[src/rtl/mult_div_pkg.sv]
// Shared types and constants for the HI/LO multiply/divide sequencer.
package mult_div_pkg;

  localparam int DEFAULT_WIDTH = 32;

  localparam logic OP_MULT = 1'b0;
  localparam logic OP_DIV  = 1'b1;

  typedef enum logic [1:0] {
    ST_IDLE,
    ST_RUN,
    ST_FIX,
    ST_DONE
  } state_e;

endpackage : mult_div_pkg

[src/rtl/md_step.sv]
// One iteration of shift-add multiply or restoring divide on magnitudes.
// The divide quotient bit is returned separately and left as 0 in acc_o.
module md_step
  import mult_div_pkg::*;
#(
  parameter int WIDTH = DEFAULT_WIDTH
) (
  input  logic [2*WIDTH-1:0] acc_i,
  input  logic [WIDTH-1:0]   opnd_i,
  input  logic               op_i,
  output logic [2*WIDTH-1:0] acc_o,
  output logic               q_bit_o
);

  logic [WIDTH:0]   mul_sum;
  logic [WIDTH:0]   div_shift;
  logic [WIDTH-1:0] div_diff;
  logic             div_ge;

  // NOTE: every output and temporary is assigned on every path through this
  // block, otherwise synthesis infers a latch to hold the old value.
  always_comb begin
    mul_sum   = {1'b0, acc_i[2*WIDTH-1:WIDTH]} + (acc_i[0] ? {1'b0, opnd_i} : '0);
    div_shift = acc_i[2*WIDTH-1:WIDTH-1];
    div_ge    = (div_shift >= {1'b0, opnd_i});
    // Only used when div_ge, where the true difference fits in WIDTH bits.
    div_diff  = div_shift[WIDTH-1:0] - opnd_i;

    if (op_i == OP_DIV) begin
      acc_o   = {(div_ge ? div_diff : div_shift[WIDTH-1:0]), acc_i[WIDTH-2:0], 1'b0};
      q_bit_o = div_ge;
    end else begin
      acc_o   = {mul_sum, acc_i[WIDTH-1:1]};
      q_bit_o = 1'b0;
    end
  end

endmodule : md_step

[src/rtl/mult_div_sequencer.sv]
// Multi-cycle HI/LO multiply/divide sequencer: magnitude iteration in RUN,
// sign correction and HI/LO write in FIX, one-cycle done pulse in DONE.
module mult_div_sequencer
  import mult_div_pkg::*;
#(
  parameter int WIDTH = DEFAULT_WIDTH,
  parameter int CNT_W = 6
) (
  input  logic             clock,
  input  logic             reset,
  input  logic             start,
  input  logic             op,
  input  logic             is_unsigned,
  input  logic [WIDTH-1:0] a,
  input  logic [WIDTH-1:0] b,
  output logic             busy,
  output logic             done,
  output logic             div_zero,
  output logic [WIDTH-1:0] hi,
  output logic [WIDTH-1:0] lo
);

  state_e             state_q, state_d;
  logic [CNT_W-1:0]   cnt_q, cnt_d;
  logic [2*WIDTH-1:0] acc_q, acc_d;
  logic [WIDTH-1:0]   opnd_q, opnd_d;
  logic               op_q, op_d;
  logic               neg_lo_q, neg_lo_d;
  logic               neg_hi_q, neg_hi_d;
  logic               div_zero_q, div_zero_d;
  logic [WIDTH-1:0]   hi_q, hi_d;
  logic [WIDTH-1:0]   lo_q, lo_d;

  logic               a_neg, b_neg;
  logic [WIDTH-1:0]   abs_a, abs_b;
  logic [2*WIDTH-1:0] step_acc;
  logic               step_q_bit;
  logic [2*WIDTH-1:0] prod_fix;
  logic [WIDTH-1:0]   quot_fix, rem_fix;

  md_step #(.WIDTH(WIDTH)) u_step (
    .acc_i   (acc_q),
    .opnd_i  (opnd_q),
    .op_i    (op_q),
    .acc_o   (step_acc),
    .q_bit_o (step_q_bit)
  );

  // Negating 0x80000000 yields 0x80000000, which reads correctly as 2^31.
  assign a_neg = !is_unsigned && a[WIDTH-1];
  assign b_neg = !is_unsigned && b[WIDTH-1];
  assign abs_a = a_neg ? -a : a;
  assign abs_b = b_neg ? -b : b;

  assign prod_fix = neg_lo_q ? -acc_q : acc_q;
  assign quot_fix = neg_lo_q ? -acc_q[WIDTH-1:0] : acc_q[WIDTH-1:0];
  assign rem_fix  = neg_hi_q ? -acc_q[2*WIDTH-1:WIDTH] : acc_q[2*WIDTH-1:WIDTH];

  always_comb begin
    state_d    = state_q;
    cnt_d      = cnt_q;
    acc_d      = acc_q;
    opnd_d     = opnd_q;
    op_d       = op_q;
    neg_lo_d   = neg_lo_q;
    neg_hi_d   = neg_hi_q;
    div_zero_d = div_zero_q;
    hi_d       = hi_q;
    lo_d       = lo_q;

    case (state_q)
      ST_IDLE: begin
        if (start) begin
          acc_d    = {{WIDTH{1'b0}}, abs_a};
          opnd_d   = abs_b;
          op_d     = op;
          neg_lo_d = a_neg ^ b_neg;
          neg_hi_d = a_neg;
          cnt_d    = CNT_W'(WIDTH - 1);
          if (op == OP_DIV && b == '0) begin
            div_zero_d = 1'b1;
            state_d    = ST_DONE;
          end else begin
            state_d = ST_RUN;
          end
        end
      end
      ST_RUN: begin
        acc_d = step_acc | {{(2*WIDTH-1){1'b0}}, step_q_bit};
        if (cnt_q == '0) begin
          state_d = ST_FIX;
        end else begin
          cnt_d = cnt_q - 1'b1;
        end
      end
      ST_FIX: begin
        if (op_q == OP_MULT) begin
          hi_d = prod_fix[2*WIDTH-1:WIDTH];
          lo_d = prod_fix[WIDTH-1:0];
        end else begin
          hi_d = rem_fix;
          lo_d = quot_fix;
        end
        state_d = ST_DONE;
      end
      ST_DONE: begin
        div_zero_d = 1'b0;
        state_d    = ST_IDLE;
      end
      default: state_d = ST_IDLE;
    endcase
  end

  // NOTE: sequential state uses non-blocking assignments so every flop samples
  // the pre-edge value, independent of statement order or other blocks.
  always_ff @(posedge clock) begin
    if (!reset) begin
      state_q    <= ST_IDLE;
      cnt_q      <= '0;
      div_zero_q <= 1'b0;
      hi_q       <= '0;
      lo_q       <= '0;
    end else begin
      state_q    <= state_d;
      cnt_q      <= cnt_d;
      div_zero_q <= div_zero_d;
      hi_q       <= hi_d;
      lo_q       <= lo_d;
    end
  end

  // NOTE: the iteration datapath is left out of reset; it is fully reloaded
  // on every accepted start and is never observed before that.
  always_ff @(posedge clock) begin
    acc_q    <= acc_d;
    opnd_q   <= opnd_d;
    op_q     <= op_d;
    neg_lo_q <= neg_lo_d;
    neg_hi_q <= neg_hi_d;
  end

  assign busy     = (state_q == ST_RUN) || (state_q == ST_FIX);
  assign done     = (state_q == ST_DONE);
  assign div_zero = div_zero_q;
  assign hi       = hi_q;
  assign lo       = lo_q;

endmodule : mult_div_sequencer

[config.mk]
export PLATFORM = sky130hd
export DESIGN_NAME = mult_div_sequencer
export DESIGN_NICKNAME = d
export VERILOG_FILES = /design/src/rtl/mult_div_pkg.sv /design/src/rtl/md_step.sv /design/src/rtl/mult_div_sequencer.sv
export SDC_FILE = /design/constraint.sdc
export NUM_CORES = 1
export LEC_CHECK = 0
export CAP_MARGIN = 20
export CELL_PAD_IN_SITES_DETAIL_PLACEMENT = 0
export CELL_PAD_IN_SITES_GLOBAL_PLACEMENT = 1
export CORE_AREA = 2 2 179 181
export DETAILED_ROUTE_END_ITERATION = 16
export DIE_AREA = 0 0 181 183
export PLACE_DENSITY = 0.79
export SYNTH_ARGS = -nofsm -noshare
export SYNTH_HDL_FRONTEND = slang
export SYNTH_SLANG_ARGS = --single-unit
[constraint.sdc]
create_clock -name clock -period 4.7 [get_ports clock]
set_input_delay 0.47 -clock clock [delete_from_list [all_inputs] [get_ports clock]]
set_output_delay 0.47 -clock clock [all_outputs]
set_load 0.01 [all_outputs]
==> flow_summary.yaml <==
final_layout:
  drive_gt1_share_pct: 5.18
  nets: 1850
  area_delta_synth_final_pct: 17.6
  final_common_cell: "nor2_1"
  instances_no_fill: 2120
  final_cell_mix: "nor2_1 (207), a21oi_1 (153), clkdlybuf4s50_1 (135)"
  finalInstanceArea_um2: 15900
floorplan:
  std_cell_rows: 65
  die-width_um: 181
  design.core.area_um2: 31200
  start_util_pct: 43.2
  die_h_um: 183
  ioPinCount: 136
  die_area_um2: 33100
place:
  gpl.final_weighted_congestion: 0.967
  port_buffers: 135
  place_ws_ns: 0.542
  hpwl_um: 31400
  place_area_um2: 15200
  dpl.cell_count: 2085
synthesis:
  async_flop_share_pct: 0
  ys_ff_latch: 172
  synth_area_um2: 13500
  synth_edf_count: 99
  syn-num-nets: 1750
  yosysSeqAreaShare_pct: 32.9
  avgSynthCellArea_um2: 8.41
  syn_inst: 1605
  synth-main-ff-cell: "edfxtp_1"
  synth.distinct_cells: 80
  yosysWarningCount: 0
cts:
  ctsLongestPathBuffers: 2
  cts_root_buffer: "clkbuf_16"
  cts_resized: 0
  holdBufCountCts: 0
  clkTransAtPathRegs_ns: 0.07
  cts_made_buffers: 17
  cts.htree.levels: 4
  postCtsSetupRepairBufs: 0
  clk_latency_ns: 0.44
  cts_tree: "yes"
  clock_sinks: 172
drt:
  vias_per_cell: 5.80
  first_pass_iters: 5
  routedWlPerCell_um: 19.1
  drc_errors: 0
  vias: 12288
  drtAntennaViolNets: 0
  wl_um: 40500
  drt_iter0_drc: 836
hold_path:
  worstHoldPathCells: 2
  whs_endpoint: "hi[1]$_SDFFE_PN0P_"
  hold_class: "register to register"
  worstHoldStart: "hi[1]$_SDFFE_PN0P_"
critical_path:
  crit_path_end_kind: "register"
  required_ns: 4.88
  arrival_ns: 4.41
  worstSetupStartpointType: "register"
  crit_type: "register to register"
  worstReg2RegStart: "acc_q[0]$_DFFE_PP_"
  r2r_setup_slack_ns: 0.48
  reg2reg_depth: 12
  regToRegEndpoint: "acc_q[62]$_SDFFCE_PN0P_"
  cp_max_fo: 12
global_routing:
  grt_usage_pct: 24.1
  grt_pass1_vias: 11403
  antenna_found_initial: 2
  grt_max_degree: 75
  grt.overflow.total: 0
  grt_pass1_wl_um: 62600
timing:
  layout_setup_ws_ns: 0.478
  worstMarginPinSlew_ns: 1.03
  slew_headroom_pct: 31.1
  min_period_ns: 4.22
  fmax_mhz: 237
  whs_ns: 0.476
  hold_viol: 0
  grt_setup_unrepaired: "no"
  setup_viol: 0
  finClkSkew_ns: 0.0152
  finalCritPeriodShare_pct: 89.8
  slew_violations: 0
  fin_tns_setup_ns: 0
power:
  power_leakage_nw: 6.12
  powerDensity_nw_per_um2: 735
  max-vdd-ir-drop_v: 0.000340
outcome:
  outcome: "complete, no violations"
flow_run:
  drv_cap: 0
## through the flow
stage	utilization (%)	total power, mW
floorplan	-	7.91
global placement	48.8	10.1
detailed placement	48.8	10.2
CTS	50.7	11.6
global route	50.8	12.6
finish	50.8	11.7
## power by group
part           internal (mW)  switching (mW)  leakage, nW  total (mW)
Combinational           2.90            4.11         4.27        7.02
Clock                  0.773           0.641        0.290        1.41
Sequential              2.42           0.813         1.57        3.23
Total                   6.10            5.57         6.12        11.7
## worst max path at each step
stage	from	end	slack [ns]	cells after the start
6_report	acc_q[0]$_DFFE_PP_	acc_q[62]$_SDFFCE_PN0P_	0.48	12
5_1_grt	acc_q[0]$_DFFE_PP_	acc_q[62]$_SDFFCE_PN0P_	0.24	13
4_1_cts	acc_q[0]$_DFFE_PP_	acc_q[62]$_SDFFCE_PN0P_	0.50	12
3_5_place_dp	acc_q[0]$_DFFE_PP_	acc_q[62]$_SDFFCE_PN0P_	0.54	12
3_3_place_gp	acc_q[0]$_DFFE_PP_	acc_q[62]$_SDFFCE_PN0P_	0.59	12
2_1_floorplan	acc_q[0]$_DFFE_PP_	hi[28]$_SDFFE_PN0P_	0.98	13
## kinds of logic after synthesis
logic type               Yosys count  share of synthesized area, %
multiplexers                      59                          4.41
adder cells (fa/ha/maj)           76                          7.16
flip-flops                       172                          32.9
buffers and inverters            154                          4.36
XOR/XNOR                         173                          11.2
AND/OR/NAND/NOR                  497                          17.8
AO/OA/AOI/OAI                    474                          22.1
## layout make-up
cell class | count | area [um^2]
antenna | 1 | 2.50
clock buffer | 21 | 503
clock inverter | 10 | 78.8
fill | 2991 | 15400
inverter | 73 | 274
multi-input combinational | 1279 | 8510
sequential | 172 | 4430
tap | 402 | 503
timing repair buffer | 162 | 1570
## metal layers
layer	vias up	part of all wire, %	global-route usage [%]
met4	0	2.5	7.93
li1	6074	-	-
met2	449	43	37.9
met3	52	7.9	4.07
met1	5713	46	33.7
met5	-	0	0
## critical path, cell delays in order, from the launching register on
cell and delay (ns):
edfxtp_1 0.47, inv_1 0.44, nor2_1 0.16, ha_1 0.32, a211oi_1 0.36, o311ai_1 0.14, a41oi_1 0.29, a211oi_1 0.16
o41ai_1 0.67, a2111oi_0 0.26, or3_1 0.35, a31o_1 0.22, o211a_1 0.12
## sequential cells by signal (all words and copies together) (netlist names)
name,cells
acc_q,64
cnt_q,6
div_zero,1
hi,32
lo,32
neg_hi_q,1
neg_lo_q,1
op_q,1
opnd_q,32
state_q,2
## synthesized netlist by cell type (18+ instances only)
cell,n,area [um^2]
nor2_1,207,777
a21oi_1,153,766
edfxtp_1,99,2970
nand2_1,96,360
xnor2_1,88,771
xor2_1,85,744
ha_1,74,926
clkbuf_1,73,274
dfxtp_1,73,1460
inv_1,72,270
o21ai_0,72,360
a211oi_1,67,503
mux2i_1,55,551
nor3_1,33,165
a21o_1,27,203
o21ai_1,27,135
o31ai_1,23,173
or3_1,19,119
nand3_1,18,90.1
nor4_1,18,113
No activity file was read; power rests on OpenSTA's default activity.
